`src/rtl/morra_pkg.sv`:
```
// morra_pkg: shared encodings and FSM state type for the MorraCinese tournament sequencer.
//  Move codes: 00 invalid, 01/10/11 legal moves (legality is judged by the core).
//  MANCHE/PARTITA codes: 00 none, 01 player 1, 10 player 2, 11 draw.
package morra_pkg;

    localparam logic [1:0] MOVE_INVALID = 2'b00;

    localparam logic [1:0] RES_NONE = 2'b00;
    localparam logic [1:0] RES_P1   = 2'b01;
    localparam logic [1:0] RES_P2   = 2'b10;
    localparam logic [1:0] RES_DRAW = 2'b11;

    // Idle value on the core's PRIMO/SECONDO inputs: an uncounted manche.
    localparam logic [1:0] NOP = 2'b00;

    typedef enum logic [2:0] {
        ST_IDLE,
        ST_CONFIG,
        ST_COLLECT,
        ST_ISSUE,
        ST_RESULT,
        ST_TALLY,
        ST_DONE
    } state_t;

endpackage

```
`src/rtl/morra_torneo_ctrl_if.sv`:
```
// morra_torneo_ctrl_if: player move handshakes and the MorraCinese core link.
//  pN_valid/pN_move/pN_ready   player N move offer and acceptance
//  core_primo/core_secondo     moves (or match config) toward the core
//  core_inizia                 core start-of-match strobe
//  core_manche/core_partita    round and match results from the core
//  master: the sequencer side; slave: players plus core side.
interface morra_torneo_ctrl_if;

    logic       p1_valid;
    logic [1:0] p1_move;
    logic       p1_ready;
    logic       p2_valid;
    logic [1:0] p2_move;
    logic       p2_ready;
    logic [1:0] core_primo;
    logic [1:0] core_secondo;
    logic       core_inizia;
    logic [1:0] core_manche;
    logic [1:0] core_partita;

    modport master (
        input  p1_valid, p1_move, p2_valid, p2_move, core_manche, core_partita,
        output p1_ready, p2_ready, core_primo, core_secondo, core_inizia
    );

    modport slave (
        output p1_valid, p1_move, p2_valid, p2_move, core_manche, core_partita,
        input  p1_ready, p2_ready, core_primo, core_secondo, core_inizia
    );

endinterface

```
`src/rtl/morra_move_latch.sv`:
```
// morra_move_latch: single-entry move capture register for one player.
//  clk, rst_n   clock, synchronous active-low reset
//  en           capture window open (sequencer collecting moves)
//  clr          empty the latch
//  valid, move  player offer
//  ready        latch open and empty; a move is taken when valid && ready
//  full, move_q latch occupancy and stored move
module morra_move_latch
    import morra_pkg::*;
(
    input  logic       clk,
    input  logic       rst_n,
    input  logic       en,
    input  logic       clr,
    input  logic       valid,
    input  logic [1:0] move,
    output logic       ready,
    output logic       full,
    output logic [1:0] move_q
);

    logic       full_q, full_d;
    logic [1:0] mv_q, mv_d;
    logic       take;

    assign ready  = en && !full_q;
    assign take   = valid && ready;
    assign full   = full_q;
    assign move_q = mv_q;

    always_comb begin
        full_d = clr ? 1'b0 : (take ? 1'b1 : full_q);
        mv_d   = clr ? MOVE_INVALID : (take ? move : mv_q);
    end

    always_ff @(posedge clk) begin
        if (!rst_n) begin
            full_q <= 1'b0;
            mv_q   <= MOVE_INVALID;
        end else begin
            full_q <= full_d;
            mv_q   <= mv_d;
        end
    end

endmodule

```
`src/rtl/morra_torneo_ctrl.sv`:
```
// morra_torneo_ctrl: best-of-N tournament sequencer driving a MorraCinese core.
//  clk, rst_n    clock, synchronous active-low reset
//  bus           player handshakes and core link (master side)
//  start         begin a tournament (ignored while busy)
//  cfg_max       match config, driven as {PRIMO,SECONDO} with INIZIA
//  busy          tournament in progress
//  torneo_done   one-cycle pulse when the tournament is decided
//  vincitore     01 P1, 10 P2, 11 draw; held until the next start
//  wins1, wins2  match wins per player
//  manche_cnt    counted manche in the current match (saturates at 31)
//  timeout_err   one-cycle pulse when move collection times out
module morra_torneo_ctrl
    import morra_pkg::*;
#(
    parameter int N_PARTITE   = 3,
    parameter int TIMEOUT_CYC = 255
) (
    input  logic                clk,
    input  logic                rst_n,
    morra_torneo_ctrl_if.master bus,
    input  logic                start,
    input  logic [3:0]          cfg_max,
    output logic                busy,
    output logic                torneo_done,
    output logic [1:0]          vincitore,
    output logic [3:0]          wins1,
    output logic [3:0]          wins2,
    output logic [4:0]          manche_cnt,
    output logic                timeout_err
);

    localparam logic [3:0] WIN_TH = 4'(N_PARTITE / 2 + 1);
    localparam logic [3:0] N_M    = 4'(N_PARTITE);
    localparam int         TW     = $clog2(TIMEOUT_CYC + 1);
    localparam logic [TW-1:0] T_LAST = TW'(TIMEOUT_CYC - 1);

    state_t        state_q, state_d;
    logic [3:0]    wins1_q, wins1_d, wins2_q, wins2_d, mcnt_q, mcnt_d;
    logic [4:0]    manche_q, manche_d;
    logic [1:0]    vinc_q, vinc_d, res_q, res_d;
    logic [TW-1:0] tcnt_q, tcnt_d;
    logic [1:0]    primo, secondo, m1, m2;
    logic          inizia, lclr, busy_o, done_o, tmo_o;
    logic          r1, r2, f1, f2, have1, have2, fin;
    logic [3:0]    w1_inc, w2_inc, mcnt_inc;

    morra_move_latch u_p1 (
        .clk(clk), .rst_n(rst_n), .en(state_q == ST_COLLECT), .clr(lclr),
        .valid(bus.p1_valid), .move(bus.p1_move), .ready(r1), .full(f1), .move_q(m1)
    );

    morra_move_latch u_p2 (
        .clk(clk), .rst_n(rst_n), .en(state_q == ST_COLLECT), .clr(lclr),
        .valid(bus.p2_valid), .move(bus.p2_move), .ready(r2), .full(f2), .move_q(m2)
    );

    // A move arriving this cycle counts as present, so it beats a same-cycle timeout.
    assign have1 = f1 || (bus.p1_valid && r1);
    assign have2 = f2 || (bus.p2_valid && r2);

    assign w1_inc   = wins1_q + {3'b0, res_q == RES_P1};
    assign w2_inc   = wins2_q + {3'b0, res_q == RES_P2};
    assign mcnt_inc = mcnt_q + 4'd1;
    assign fin      = w1_inc >= WIN_TH || w2_inc >= WIN_TH || mcnt_inc == N_M;

    always_comb begin
        state_d  = state_q;
        wins1_d  = wins1_q;
        wins2_d  = wins2_q;
        mcnt_d   = mcnt_q;
        manche_d = manche_q;
        vinc_d   = vinc_q;
        res_d    = res_q;
        tcnt_d   = tcnt_q;
        primo    = NOP;
        secondo  = NOP;
        inizia   = 1'b0;
        lclr     = 1'b0;
        busy_o   = 1'b1;
        done_o   = 1'b0;
        tmo_o    = 1'b0;
        case (state_q)
            ST_IDLE: begin
                busy_o = 1'b0;
                if (start) begin
                    state_d = ST_CONFIG;
                    wins1_d = '0;
                    wins2_d = '0;
                    mcnt_d  = '0;
                    vinc_d  = '0;
                end
            end
            ST_CONFIG: begin
                inizia            = 1'b1;
                {primo, secondo}  = cfg_max;
                manche_d          = '0;
                lclr              = 1'b1;
                tcnt_d            = '0;
                state_d           = ST_COLLECT;
            end
            ST_COLLECT: begin
                tcnt_d = tcnt_q + TW'(1);
                if (have1 && have2) begin
                    state_d = ST_ISSUE;
                end else if (tcnt_q == T_LAST) begin
                    // The player who did show up takes the match; nobody showing is a draw.
                    tmo_o   = 1'b1;
                    res_d   = have1 ? RES_P1 : (have2 ? RES_P2 : RES_DRAW);
                    state_d = ST_TALLY;
                end
            end
            ST_ISSUE: begin
                primo   = m1;
                secondo = m2;
                lclr    = 1'b1;
                state_d = ST_RESULT;
            end
            ST_RESULT: begin
                manche_d = (bus.core_manche != RES_NONE && manche_q != 5'd31) ? manche_q + 5'd1 : manche_q;
                tcnt_d   = '0;
                res_d    = bus.core_partita;
                state_d  = (bus.core_partita == RES_NONE) ? ST_COLLECT : ST_TALLY;
            end
            ST_TALLY: begin
                wins1_d = w1_inc;
                wins2_d = w2_inc;
                mcnt_d  = mcnt_inc;
                vinc_d  = fin ? ((w1_inc > w2_inc) ? RES_P1 : (w2_inc > w1_inc) ? RES_P2 : RES_DRAW) : vinc_q;
                state_d = fin ? ST_DONE : ST_CONFIG;
            end
            ST_DONE: begin
                busy_o  = 1'b0;
                done_o  = 1'b1;
                state_d = ST_IDLE;
            end
            default: state_d = ST_IDLE;
        endcase
    end

    always_ff @(posedge clk) begin
        if (!rst_n) begin
            state_q  <= ST_IDLE;
            wins1_q  <= '0;
            wins2_q  <= '0;
            mcnt_q   <= '0;
            manche_q <= '0;
            vinc_q   <= '0;
            res_q    <= '0;
            tcnt_q   <= '0;
        end else begin
            state_q  <= state_d;
            wins1_q  <= wins1_d;
            wins2_q  <= wins2_d;
            mcnt_q   <= mcnt_d;
            manche_q <= manche_d;
            vinc_q   <= vinc_d;
            res_q    <= res_d;
            tcnt_q   <= tcnt_d;
        end
    end

    assign bus.p1_ready     = r1;
    assign bus.p2_ready     = r2;
    assign bus.core_primo   = primo;
    assign bus.core_secondo = secondo;
    assign bus.core_inizia  = inizia;
    assign busy             = busy_o;
    assign torneo_done      = done_o;
    assign timeout_err      = tmo_o;
    assign vincitore        = vinc_q;
    assign wins1            = wins1_q;
    assign wins2            = wins2_q;
    assign manche_cnt       = manche_q;

endmodule

```
`src/flat_wrapper.sv`:
```
// flat-port wrapper written by rule: the top's interface ports become plain ports
module morra_torneo_ctrl_flat import morra_pkg::*;
#(
    parameter int N_PARTITE   = 3,
    parameter int TIMEOUT_CYC = 255
)
  (clk, rst_n, start, cfg_max, busy, torneo_done, vincitore, wins1, wins2, manche_cnt, timeout_err, bus_p1_valid, bus_p1_move, bus_p2_valid, bus_p2_move, bus_core_manche, bus_core_partita, bus_p1_ready, bus_p2_ready, bus_core_primo, bus_core_secondo, bus_core_inizia);
  morra_torneo_ctrl_if bus_i ();
  input  logic clk;
  input  logic rst_n;
  input  logic start;
  input  logic [3:0] cfg_max;
  output logic busy;
  output logic torneo_done;
  output logic [1:0] vincitore;
  output logic [3:0] wins1;
  output logic [3:0] wins2;
  output logic [4:0] manche_cnt;
  output logic timeout_err;
  input wire logic [$bits(bus_i.p1_valid)-1:0] bus_p1_valid;
  input wire logic [$bits(bus_i.p1_move)-1:0] bus_p1_move;
  input wire logic [$bits(bus_i.p2_valid)-1:0] bus_p2_valid;
  input wire logic [$bits(bus_i.p2_move)-1:0] bus_p2_move;
  input wire logic [$bits(bus_i.core_manche)-1:0] bus_core_manche;
  input wire logic [$bits(bus_i.core_partita)-1:0] bus_core_partita;
  output wire logic [$bits(bus_i.p1_ready)-1:0] bus_p1_ready;
  output wire logic [$bits(bus_i.p2_ready)-1:0] bus_p2_ready;
  output wire logic [$bits(bus_i.core_primo)-1:0] bus_core_primo;
  output wire logic [$bits(bus_i.core_secondo)-1:0] bus_core_secondo;
  output wire logic [$bits(bus_i.core_inizia)-1:0] bus_core_inizia;
  assign bus_i.p1_valid = bus_p1_valid;
  assign bus_i.p1_move = bus_p1_move;
  assign bus_i.p2_valid = bus_p2_valid;
  assign bus_i.p2_move = bus_p2_move;
  assign bus_i.core_manche = bus_core_manche;
  assign bus_i.core_partita = bus_core_partita;
  assign bus_p1_ready = bus_i.p1_ready;
  assign bus_p2_ready = bus_i.p2_ready;
  assign bus_core_primo = bus_i.core_primo;
  assign bus_core_secondo = bus_i.core_secondo;
  assign bus_core_inizia = bus_i.core_inizia;
  morra_torneo_ctrl #(.N_PARTITE(N_PARTITE), .TIMEOUT_CYC(TIMEOUT_CYC)) u_core (.clk(clk), .rst_n(rst_n), .bus(bus_i), .start(start), .cfg_max(cfg_max), .busy(busy), .torneo_done(torneo_done), .vincitore(vincitore), .wins1(wins1), .wins2(wins2), .manche_cnt(manche_cnt), .timeout_err(timeout_err));
endmodule
```
`config.mk`:
```
export PLATFORM = sky130hd
export DESIGN_NAME = morra_torneo_ctrl_flat
export DESIGN_NICKNAME = d
export VERILOG_FILES = /design/src/rtl/morra_pkg.sv /design/src/rtl/morra_torneo_ctrl_if.sv /design/src/rtl/morra_move_latch.sv /design/src/rtl/morra_torneo_ctrl.sv /design/src/flat_wrapper.sv
export SDC_FILE = /design/constraint.sdc
export NUM_CORES = 1
export LEC_CHECK = 0
export ABC_AREA = 1
export CELL_PAD_IN_SITES_DETAIL_PLACEMENT = 0
export CELL_PAD_IN_SITES_GLOBAL_PLACEMENT = 1
export CORE_AREA = 2 2 82 84
export CTS_CLUSTER_SIZE = 25
export DETAILED_ROUTE_END_ITERATION = 8
export DIE_AREA = 0 0 84 86
export PLACE_DENSITY = 0.8
export SYNTH_ARGS = -nofsm -noshare
export SYNTH_HDL_FRONTEND = slang
export SYNTH_SLANG_ARGS = --single-unit
```
`constraint.sdc`:
```
create_clock -name clk -period 2.4 [get_ports clk]
set_input_delay 0.36 -clock clk [delete_from_list [all_inputs] [get_ports clk]]
set_output_delay 0.36 -clock clk [all_outputs]
set_load 0.02 [all_outputs]
```
Yosys cells after proc, flatten, opt, wreduce, memory -nomap -nowiden
Index checks and enable logic that the tools add are counted.
{ "word_totals": {"regBits": 38, "inputBits": 17, "elab_cells": 99} }
{ "classes": {"add_sub_neg": 5, "n_lt_le_gt_ge": 4, "eq_ne": 17, "mux": 32, "n_bitwise": 1, "reduce_logical": 28} }
{ "ops": {"columns": ["operator", "n"], "rows": [
  ["$pmux W4 S2", 3],
  ["$pmux W3 S6", 1],
  ["$pmux W2 S2", 4],
  ["$pmux W8 S2", 1],
  ["$mux W3", 5],
  ["$mux W2", 6],
  ["$pmux W5 S2", 1],
  ["$reduce_bool A2 Y1", 5],
  ["$eq A3 B3 Y1 const B", 3],
  ["$mux W1", 9],
  ["$add A4 B1 Y4", 2],
  ["$add A8 B1 Y8 const B", 1],
  ["$eq A8 B8 Y1 const B", 1],
  ["$ge A4 B2 Y1 const B", 2],
  ["$gt A4 B4 Y1", 2],
  ["$reduce_or A2 Y1", 4],
  ["$eq A3 B2 Y1 const B", 2],
  ["$logic_and A1 B1 Y1", 6],
  ["$ne A2 B1 Y1 const B", 3],
  ["$reduce_and A2 Y1", 3],
  ["$reduce_and A3 Y1", 2],
  ["$add A5 B1 Y5 const B", 1],
  ["$mux W5", 1],
  ["$ne A5 B5 Y1 const B", 1],
  ["other kinds (13)", 18]
]} }

Depth between registers and ports, before layout
Gate-level depths: netlist of run 1.
{ "depth": {"depth_word": 9, "ltp_mapped": 14, "mapped_depth_nobuf": 14} }

By module
A second synthesis of run 1 with hierarchy kept.
{ "unflattened": {"hier_cells": 326, "area_unflattened_um2": 2287.2} }
{ "by_module_without_submodules": {"columns": ["mod", "n_inst", "cells_each", "area_per_inst_um2", "seq_area_each_um2"], "rows": [
  ["morra_torneo_ctrl", 1, 286, 2019.4, 640.6],
  ["morra_move_latch", 2, 20, 133.9, 60.1]
]} }

Least setup slack after synthesis of run 1
No wires, ideal clock.
{ "synth_timing": {"path_type": "reg-to-reg", "startpoint": "register u_core.wins2_q[0] (netlist: u_core.wins2[0])", "endpoint": "register u_core.vinc_q[1] (netlist: u_core.vincitore[1])", "setup_ps": 132, "t_arrival_ps": 1664, "t_required_ps": 2268, "path_slack_ps": 604, "path_stages_with_launch": 12, "n_path_buf": 0, "period_less_slack_ps": 1796, "cell_sequence": "dfxtp_1 > ha_1 > ha_1 > inv_1 > ha_1 > inv_1 > o21bai_1 > nand3_1 > nand2_1 > nand2_1 > nand2_1 > a21oi_1"} }
{ "synth_via": {"elab_chain_cells": 6, "elab_cells_between_ends": 10, "cone_classes": "1 x add/sub; 2 x order compare; 1 x eq/ne; 3 x mux; 3 x reduce/logical"} }
{ "synth_rtl": {"columns": ["item", "line_no", "source"], "rows": [
  ["start, declared", "morra_torneo_ctrl.sv:38", "logic [3:0] wins1_q, wins1_d, wins2_q, wins2_d, mcnt_q, mcnt_d;"],
  ["start signal, assigned", "morra_torneo_ctrl.sv:153", "wins2_q <= wins2_d;"],
  ["$add A4 B1 Y4 (*)", "morra_torneo_ctrl.sv:62", "assign w2_inc = wins2_q + {3'b0, res_q == RES_P2};"],
  ["$ge A4 B2 Y1", "morra_torneo_ctrl.sv:64", "assign fin = w1_inc >= WIN_TH || w2_inc >= WIN_TH || mcnt_inc == N_M;"],
  ["$logic_or A1 B1 Y1 (2 in series)", "morra_torneo_ctrl.sv:64", null],
  ["$ne A2 B1 Y1 (no line)", null, null],
  ["$reduce_and A3 Y1 (no line)", null, null],
  ["end signal, assigned", "morra_torneo_ctrl.sv:156", "vinc_q <= vinc_d;"],
  ["end, declared", "morra_torneo_ctrl.sv:40", "logic [1:0] vinc_q, vinc_d, res_q, res_d;"]
]} }
Mark *: on every way between the ends. The rest lies on a longest branch, timed or not. The select of a mux whose other input is x is not followed.
A chain may end at the register's enable or synchronous reset.

Final worst setup path of run 1
{ "layout_timing": {"startpoint": "register u_core.state_q[2]", "endpoint": "output port bus_core_primo[0]"} }
{ "layout_via": {"elab_chain_cells": 2, "elab_cells_between_ends": 3, "cone_classes": "2 x eq/ne; 1 x mux"} }
{ "layout_rtl": {"columns": ["item", "line_no", "source"], "rows": [
  ["start, declared", "morra_torneo_ctrl.sv:37", "state_t state_q, state_d;"],
  ["start signal, assigned", "morra_torneo_ctrl.sv:151", "state_q <= state_d;"],
  ["$eq A3 B2 Y1 / $eq A3 B1 Y1 (equally long branches)", "morra_torneo_ctrl.sv:82", "case (state_q)"],
  ["$pmux W2 S2 (*)", "morra_torneo_ctrl.sv:82", null],
  ["end, declared", "flat_wrapper.sv:28", "output wire logic [$bits(bus_i.core_primo)-1:0] bus_core_primo;"]
]} }
Mark *: on every way between the ends. The rest lies on a longest branch, timed or not.

==> impl_results.md, run 1 <==
* Fillers at 678
* Total number of yosys warnings at 0
* Gr usage total at 15.2%
* First-pass GRT wire length at 9.01 mm
* Switching Share at between 40% and 50%
* DRT Pass-1 Iters at 4
* Vias in the first global route at a little over 2,000
* Hpwl dp at 4.03 mm
* Final hold vios at 0
* Die height at 86 microns
* Max frequency at roughly 0.44 GHz
* Cell taking the most area after synthesis: dfxtp_1
* Max rail drop VDD at 0.000433 V
* Mapped cell area at 2270 sq um
* GRT Residual Overflow at 0
* Share of the synthesized area in the top cell type at 33.5%
* Largest net degree at the start of global routing at 23
* Worst Setup Slack, final at 0.116 ns
* Initial Utilization at 36.1%
* Sequential share of power at 33.3%
* Full die area at roughly 7200 sq um
* Total Power at around 2.4 mW
* Initial antenna violation count at 0
* Syn_nets at 354
* Final min period at around 2.3 ns
* DR WL/cell at approximately 12 microns
* Final Net Count at 400
* Crit path cell chain: inv_2, nand2_2, nor2_4, nand2_1, o21ai_0, clkdlybuf4s50_1
* Clock power frac at 19.4%
* Sw power at 1.02 mW
* LEAKAGE at 1.23 nW
* Placed Cells at 439
* Post-synth cell types at 33
* Die W at 84 microns
* Internal at 1.39 mW
* RD Place Congestion at 0.764
* Hold WC Path Type: reg2reg
* Core Region at ~6300 sq um
* Post-detailed-route count of antenna-violating nets at 0
* Status: complete, no violations
* Layout cell share with drive strength beyond 1 at 12.4%
* Vias per inst at about 4.7
* Syn Inst Count at 324
* DRT iter0 DRCs at 53
* Vias after detailed routing at 2,122
* R2R Setup Slk at roughly 0.44 ns
* DR DRC count at 0
* Setup WS pre-CTS at ~0.13 ns
* CTS tree: yes
* Crit path DAT at 1.92 ns
* Most common cell in the netlist: nand2_1
* Hold Buf Count CTS at 0
* Ys async rst share at 0%
* CP peak stage delay at 0.63 ns
* Fin crit share at 95.2%
* Gate power share at 47.3%
* Pwr/cell area at 840 nW/um^2
* Setup TNS Final at 0 ns
* Clock sink count at 38
* WP data required at 2.04 ns
* Total Routed Length at between 5 and 6 mm
* PortBufs at between 40 and 50
* FP Rows at 29
* Synthesized area per cell at roughly 7 sq um
* Number of CTS-inserted buffers at 5
* CP endpoint kind: primary output
* Seq/Total Area, Yosys at between 30% and 40%
* Root buffer cell: clkbuf_8
* Clock Latency Late Sink at just under 0.3 ns
* Clk buf depth at 2
* Area Growth Syn to Fin at 26.6%
* Reg clk slew, reported paths at 0.08 ns
* Worst clock skew at 0.00664 ns
* Number of max-cap violations at 0
* Worst slew margin at 61.5%
* Max FO, Critical Path at 6
* Post-layout utilization of the core at 45.7%
* Slowest-stage cell, CP: clkdlybuf4s50_1
* Tightest Pin Transition at 0.576 ns
* Min Hold Slack at 0.474 ns
* RSZ-0062 raised after global routing: false
* Top_reg_cell synth: dfxtp_1
* Count of state elements after synthesis at 38
* Synth top area cells: dfxtp_1 34%, nand2_1 13%, ha_1 7.2%
* Non-filler cells, final at 448
* # IOs at 42
* Max-slew violation count at 0
* Final setup viols at 0
* CP Launch Type: register
* Commonest cells post-synth: 81 x nand2_1, 38 x dfxtp_1, 37 x inv_1, 31 x a21oi_1, 30 x nor2_1
* Area after DPL at 2760 sq um
* EDFF count, synth at 0
* Final instance area at 2870 sq um
* Inserted Diodes at 0
* CTS H-tree depth at 2
* WS Path Type: reg2out
[cells in the final DEF (no fill, tap or decap), types with 2 or more instances in the layout]
cell type / n
buf_4: 4
nor2_2: 3
o21ai_0: 9
o21ai_1: 4
inv_2: 8
nor2_1: 30
nand3_2: 3
nand3_1: 10
o211a_1: 2
nand2_2: 6
nand2_1: 81
clkdlybuf4s50_1: 38
inv_1: 37
nand4_1: 10
nand3b_1: 2
a21oi_1: 31
nand2_4: 3
ha_1: 13
dlymetal6s2s_1: 2
a211oi_1: 5
o21a_1: 2
clkbuf_8: 6
dfxtp_1: 37
nor3_1: 6
nor2_4: 5
[worst paths after layout]
path,start,to,depth (start not counted)
max,u_core.state_q[2]$_SDFFE_PN0P_,bus_core_primo[0],6
max reg2reg,u_core.res_q[0]$_SDFFE_PN0P_,u_core.vincitore[1]$_SDFFE_PN0P_,12
min reg2reg,u_core.u_p2.move_q[1]$_SDFFE_PP0P_,u_core.u_p2.move_q[1]$_SDFFE_PP0P_,2
min,u_core.u_p2.move_q[1]$_SDFFE_PP0P_,u_core.u_p2.move_q[1]$_SDFFE_PP0P_,2
[cell type report]
type	count	area (sq um)	share of cell area [%]
clock inverters	2	12.5	0.436
repair buffers	45	444	15.5
clock buffers	6	82.6	2.88
multi-input cells	234	1300	45.2
flip-flops and latches	38	762	26.5
well taps	77	96.3	3.36
inverters	46	175	6.10
[power groups by stage]
| stage | Clock [mW] | Sequential, mW | Combinational [mW] |
|---|---|---|---|
| after global placement | 0 | 0.814 | 1.14 |
| after CTS | 0.482 | 0.805 | 1.16 |
| after global routing | 0.509 | 0.819 | 1.27 |
| final | 0.469 | 0.804 | 1.14 |
| after detailed placement | 0 | 0.816 | 1.14 |
| after floorplan | 0 | 0.808 | 0.818 |
[flip-flops by register name (all words and copies together) (netlist names), 2 cells and up]
signal	flops
u_core.manche_cnt	5
u_core.mcnt_q	4
u_core.res_q	2
u_core.state_q	3
u_core.tcnt_q	8
u_core.u_p1.move_q	2
u_core.u_p2.move_q	2
u_core.vincitore	2
u_core.wins1	4
u_core.wins2	4
[critical path, delay by kind of cell (launching register included)]
family          cells  cell delay, ns
buf+inv             2            0.82
simple gates        3            0.37
flops               1            0.36
compound gates      1            0.08
[what timing repair did]
action / in CTS / in global routing
setup buffers: 1 / 0
pin swaps: 1 / 0
endpoints found under the setup margin: 2 / 2
resized for setup: 2 / 2
[cells by family after synthesis]
family	Yosys count	share of synthesized area (%)
simple gates	164	35.8
compound gates	55	13.5
buf+inv	52	9.21
flops	38	33.5
fa+ha+maj	13	7.17
xor+xnor	2	0.772
[layer usage]
layer | global-route usage, % | routed length (microns) | part of all wire, % | vias up
li1 | - | - | - | 1142
met1 | 19.4 | 2570 | 49 | 933
met2 | 26.0 | 2400 | 46 | 42
met3 | 3.27 | 224 | 4.3 | 5
met4 | 3.96 | 41 | 0.78 | 0
met5 | 0 | 0 | 0 | -
(Power assumes the default switching activity.)
==> inputs of run 2 (changes only) <==
--- a/config.mk
+++ b/config.mk
@@ -6,13 +6,14 @@
 export NUM_CORES = 1
 export LEC_CHECK = 0
 export ABC_AREA = 1
-export CELL_PAD_IN_SITES_DETAIL_PLACEMENT = 0
-export CELL_PAD_IN_SITES_GLOBAL_PLACEMENT = 1
-export CORE_AREA = 2 2 82 84
+export CELL_PAD_IN_SITES_DETAIL_PLACEMENT = 1
+export CELL_PAD_IN_SITES_GLOBAL_PLACEMENT = 2
+export CORE_AREA = 2 2 92 94
 export CTS_CLUSTER_SIZE = 25
 export DETAILED_ROUTE_END_ITERATION = 8
-export DIE_AREA = 0 0 84 86
-export PLACE_DENSITY = 0.8
+export DIE_AREA = 0 0 94 96
+export PLACE_DENSITY = 0.81
+export SKIP_LAST_GASP = 1
 export SYNTH_ARGS = -nofsm -noshare
 export SYNTH_HDL_FRONTEND = slang
 export SYNTH_SLANG_ARGS = --single-unit
==> run 2 against run 1 <==
  * Total power decreased by 0.14%
  * Clock skew decreased by 0.0021 ns
  * Sequential share of layout area decreased by 0.36 points
  * Core utilization decreased by 9.6 points
  * Largest power group unchanged
  * Die area increased by 25%
  * Sequential cell count unchanged
  * Global-route usage decreased by 1.1 points
==> impl_results.md, run 2 (synthesized netlist as in run 1, its figures left out) <==
* Area Growth Syn to Fin at 28.4% (was 26.6%)
* WS Path Type: reg2out (unchanged)
* Max rail drop VDD at 0.000503 V (was 0.000433 V)
* DRT iter0 DRCs at 53 (unchanged)
* DR DRC count at 0 (unchanged)
* RD Place Congestion at 0.771 (was 0.764)
* WP data required at 2.04 ns (about the same)
* Inserted Diodes at 0 (unchanged)
* Clk buf depth at 2 (unchanged)
* Fillers at 1,024 (was 678)
* RSZ-0062 raised after global routing: false (unchanged)
* Clock Latency Late Sink at 0.29 ns (about the same)
* LEAKAGE at 1.27 nW (was 1.23 nW)
* Crit path cell chain: buf_4, nor2_2, inv_2, nor2_1, nor2_1, clkdlybuf4s50_1 (was inv_2, nand2_2, nor2_4, nand2_1, o21ai_0, clkdlybuf4s50_1)
* Commonest non-fill, non-tap cell in the layout: nand2_1 (unchanged)
* Final min period at 2.16 ns (was 2.28 ns)
* DR WL/cell at 12.5 microns (was 11.7 microns)
* Non-filler cells, final at 475 (was 448)
* First-pass GRT wire length at 9.98 mm (was 9.01 mm)
* Final hold vios at 0 (unchanged)
* Tightest Pin Transition at 0.485 ns (was 0.576 ns)
* Layout cell share with drive strength beyond 1 at 12.4% (about the same)
* Hold WC Path Type: reg2reg (unchanged)
* Core Region at 8050 sq um (was 6280 sq um)
* Final Net Count at 401 (was 400)
* Vias after detailed routing at 2,231 (was 2,122)
* Vias in the first global route at 2,150 (was 2,065)
* Setup WS pre-CTS at 0.104 ns (was 0.125 ns)
* Crit path DAT at 1.80 ns (was 1.92 ns)
* Max frequency at 0.462 GHz (was 0.438 GHz)
* Number of CTS-inserted buffers at 5 (unchanged)
* GRT Residual Overflow at 0 (unchanged)
* # IOs at 42 (unchanged)
* CTS tree: yes (unchanged)
* Max-slew violation count at 0 (unchanged)
* Full die area at 9020 sq um (was 7220 sq um)
* Initial antenna violation count at 0 (unchanged)
* Slowest-stage cell, CP: clkdlybuf4s50_1 (unchanged)
* Die height at 96 microns (was 86 microns)
* Top reg by flops: u_core.tcnt_q (unchanged)
* Pwr/cell area at 828 nW/um^2 (was 840 nW/um^2)
* Initial Utilization at 28.2% (was 36.1%)
* Final setup viols at 0 (unchanged)
* CP endpoint kind: primary output (unchanged)
* Number of max-cap violations at 0 (unchanged)
* Worst Setup Slack, final at 0.238 ns (was 0.116 ns)
* FP Rows at 33 (was 29)
* Worst clock skew at 0.00453 ns (was 0.00664 ns)
* Reg clk slew, reported paths at 0.08 ns (about the same)
* Max FO, Critical Path at 5 (was 6)
* Worst slew margin at 67.6% (was 61.5%)
* CTS H-tree depth at 2 (unchanged)
* Gr usage total at 14.1% (was 15.2%)
* Die W at 94 microns (was 84 microns)
* CP Buf/Inv Count at 3 (was 2)
* PortBufs at 41 (unchanged)
* Placed Cells at 468 (was 439)
* CP Launch Type: register (unchanged)
* Root buffer cell: clkbuf_8 (unchanged)
* CP delay by family, top: buffers and inverters (unchanged)
* Number of flip-flops in the largest register at 8 (unchanged)
* Cell mode on critical path: nor2_1
* Commonest cells after routing, fill and taps aside: 81 x nand2_1, 37 x inv_1, 37 x dfxtp_1 (was 81 x nand2_1, 38 x clkdlybuf4s50_1, 37 x inv_1, 37 x dfxtp_1, 31 x a21oi_1)
* Hpwl dp at 4.69 mm (was 4.03 mm)
* Status: complete, no violations (unchanged)
* Post-detailed-route count of antenna-violating nets at 0 (unchanged)
* Fin crit share at 90.1% (was 95.2%)
* Largest net degree at the start of global routing at 17 (was 23)
* CP peak stage delay at 0.54 ns (was 0.63 ns)
* Setup TNS Final at 0 ns (unchanged)
* Total Routed Length at 5.96 mm (was 5.23 mm)
* Vias per inst at 4.70 (was 4.74)
* DRT Pass-1 Iters at 6 (was 4)
* Clock sink count at 38 (unchanged)
run 2: metal layers:
metal	wire, microns	up-vias	part of all wire [%]	GRT usage [%]
met5	0	-	0	0
met4	86	0	1.4	4.71
met3	132	8	2.2	2.35
met2	2990	27	50	24.5
met1	2750	1053	46	17.6
li1	-	1143	-	-
run 2: repair_timing:
item | in CTS | in global routing
gates resized for setup | 2 | 5
endpoints found under the setup margin | 5 | 4
hold buffers | 0 | 0
endpoints found under the hold margin | 0 | 0
pin swaps | 1 | 0
setup buffers | 1 | 0
run 2: path summary, 6_finish.rpt:
check | from | endpoint | slack (ns) | cells after the start
setup / recovery | u_core.state_q[0]$_SDFFE_PN0P_ | busy | 0.24 | 6
hold / removal | u_core.u_p1.move_q[0]$_SDFFE_PP0P_ | u_core.u_p1.move_q[0]$_SDFFE_PP0P_ | 0.47 | 2
setup reg to reg | u_core.res_q[0]$_SDFFE_PN0P_ | u_core.vincitore[1]$_SDFFE_PN0P_ | 0.44 | 12
hold reg to reg | u_core.u_p1.move_q[0]$_SDFFE_PP0P_ | u_core.u_p1.move_q[0]$_SDFFE_PP0P_ | 0.47 | 2
run 2: area by class of cell:
cell class | instances | area, sq um | area share [%]
Inverter | 46 | 175 | 6.02
Multi-Input combinational cell | 234 | 1300 | 44.8
Timing Repair Buffer | 46 | 457 | 15.7
Sequential cell | 38 | 762 | 26.2
Clock buffer | 6 | 82.6 | 2.84
Tap cell | 105 | 131 | 4.51
run 2: tightest hold or removal path: stages, from the launching register on:
cell,delay (ns)
dfxtp_1,0.30
inv_1,0.06
a211oi_1,0.06
run 2: report_power, final:
group | switching, mW | internal (mW) | leakage (nW) | total, mW
Clock | 0.227 | 0.222 | 0.0431 | 0.449
Sequential | 0.0929 | 0.715 | 0.308 | 0.808
Combinational | 0.710 | 0.443 | 0.918 | 1.15
Total | 1.03 | 1.38 | 1.27 | 2.41
run 2: stage by stage:
step                hold WS [ns]  util (%)  total power [mW]  area (sq um)
floorplan                  0.434         -              1.63          2270
global placement           0.463      34.9              1.96          2810
detailed placement         0.461      34.9              1.98          2810
CTS                        0.473      36.0              2.47          2900
global route               0.492      36.2              2.60          2910
finish                     0.467      36.2              2.41          2910
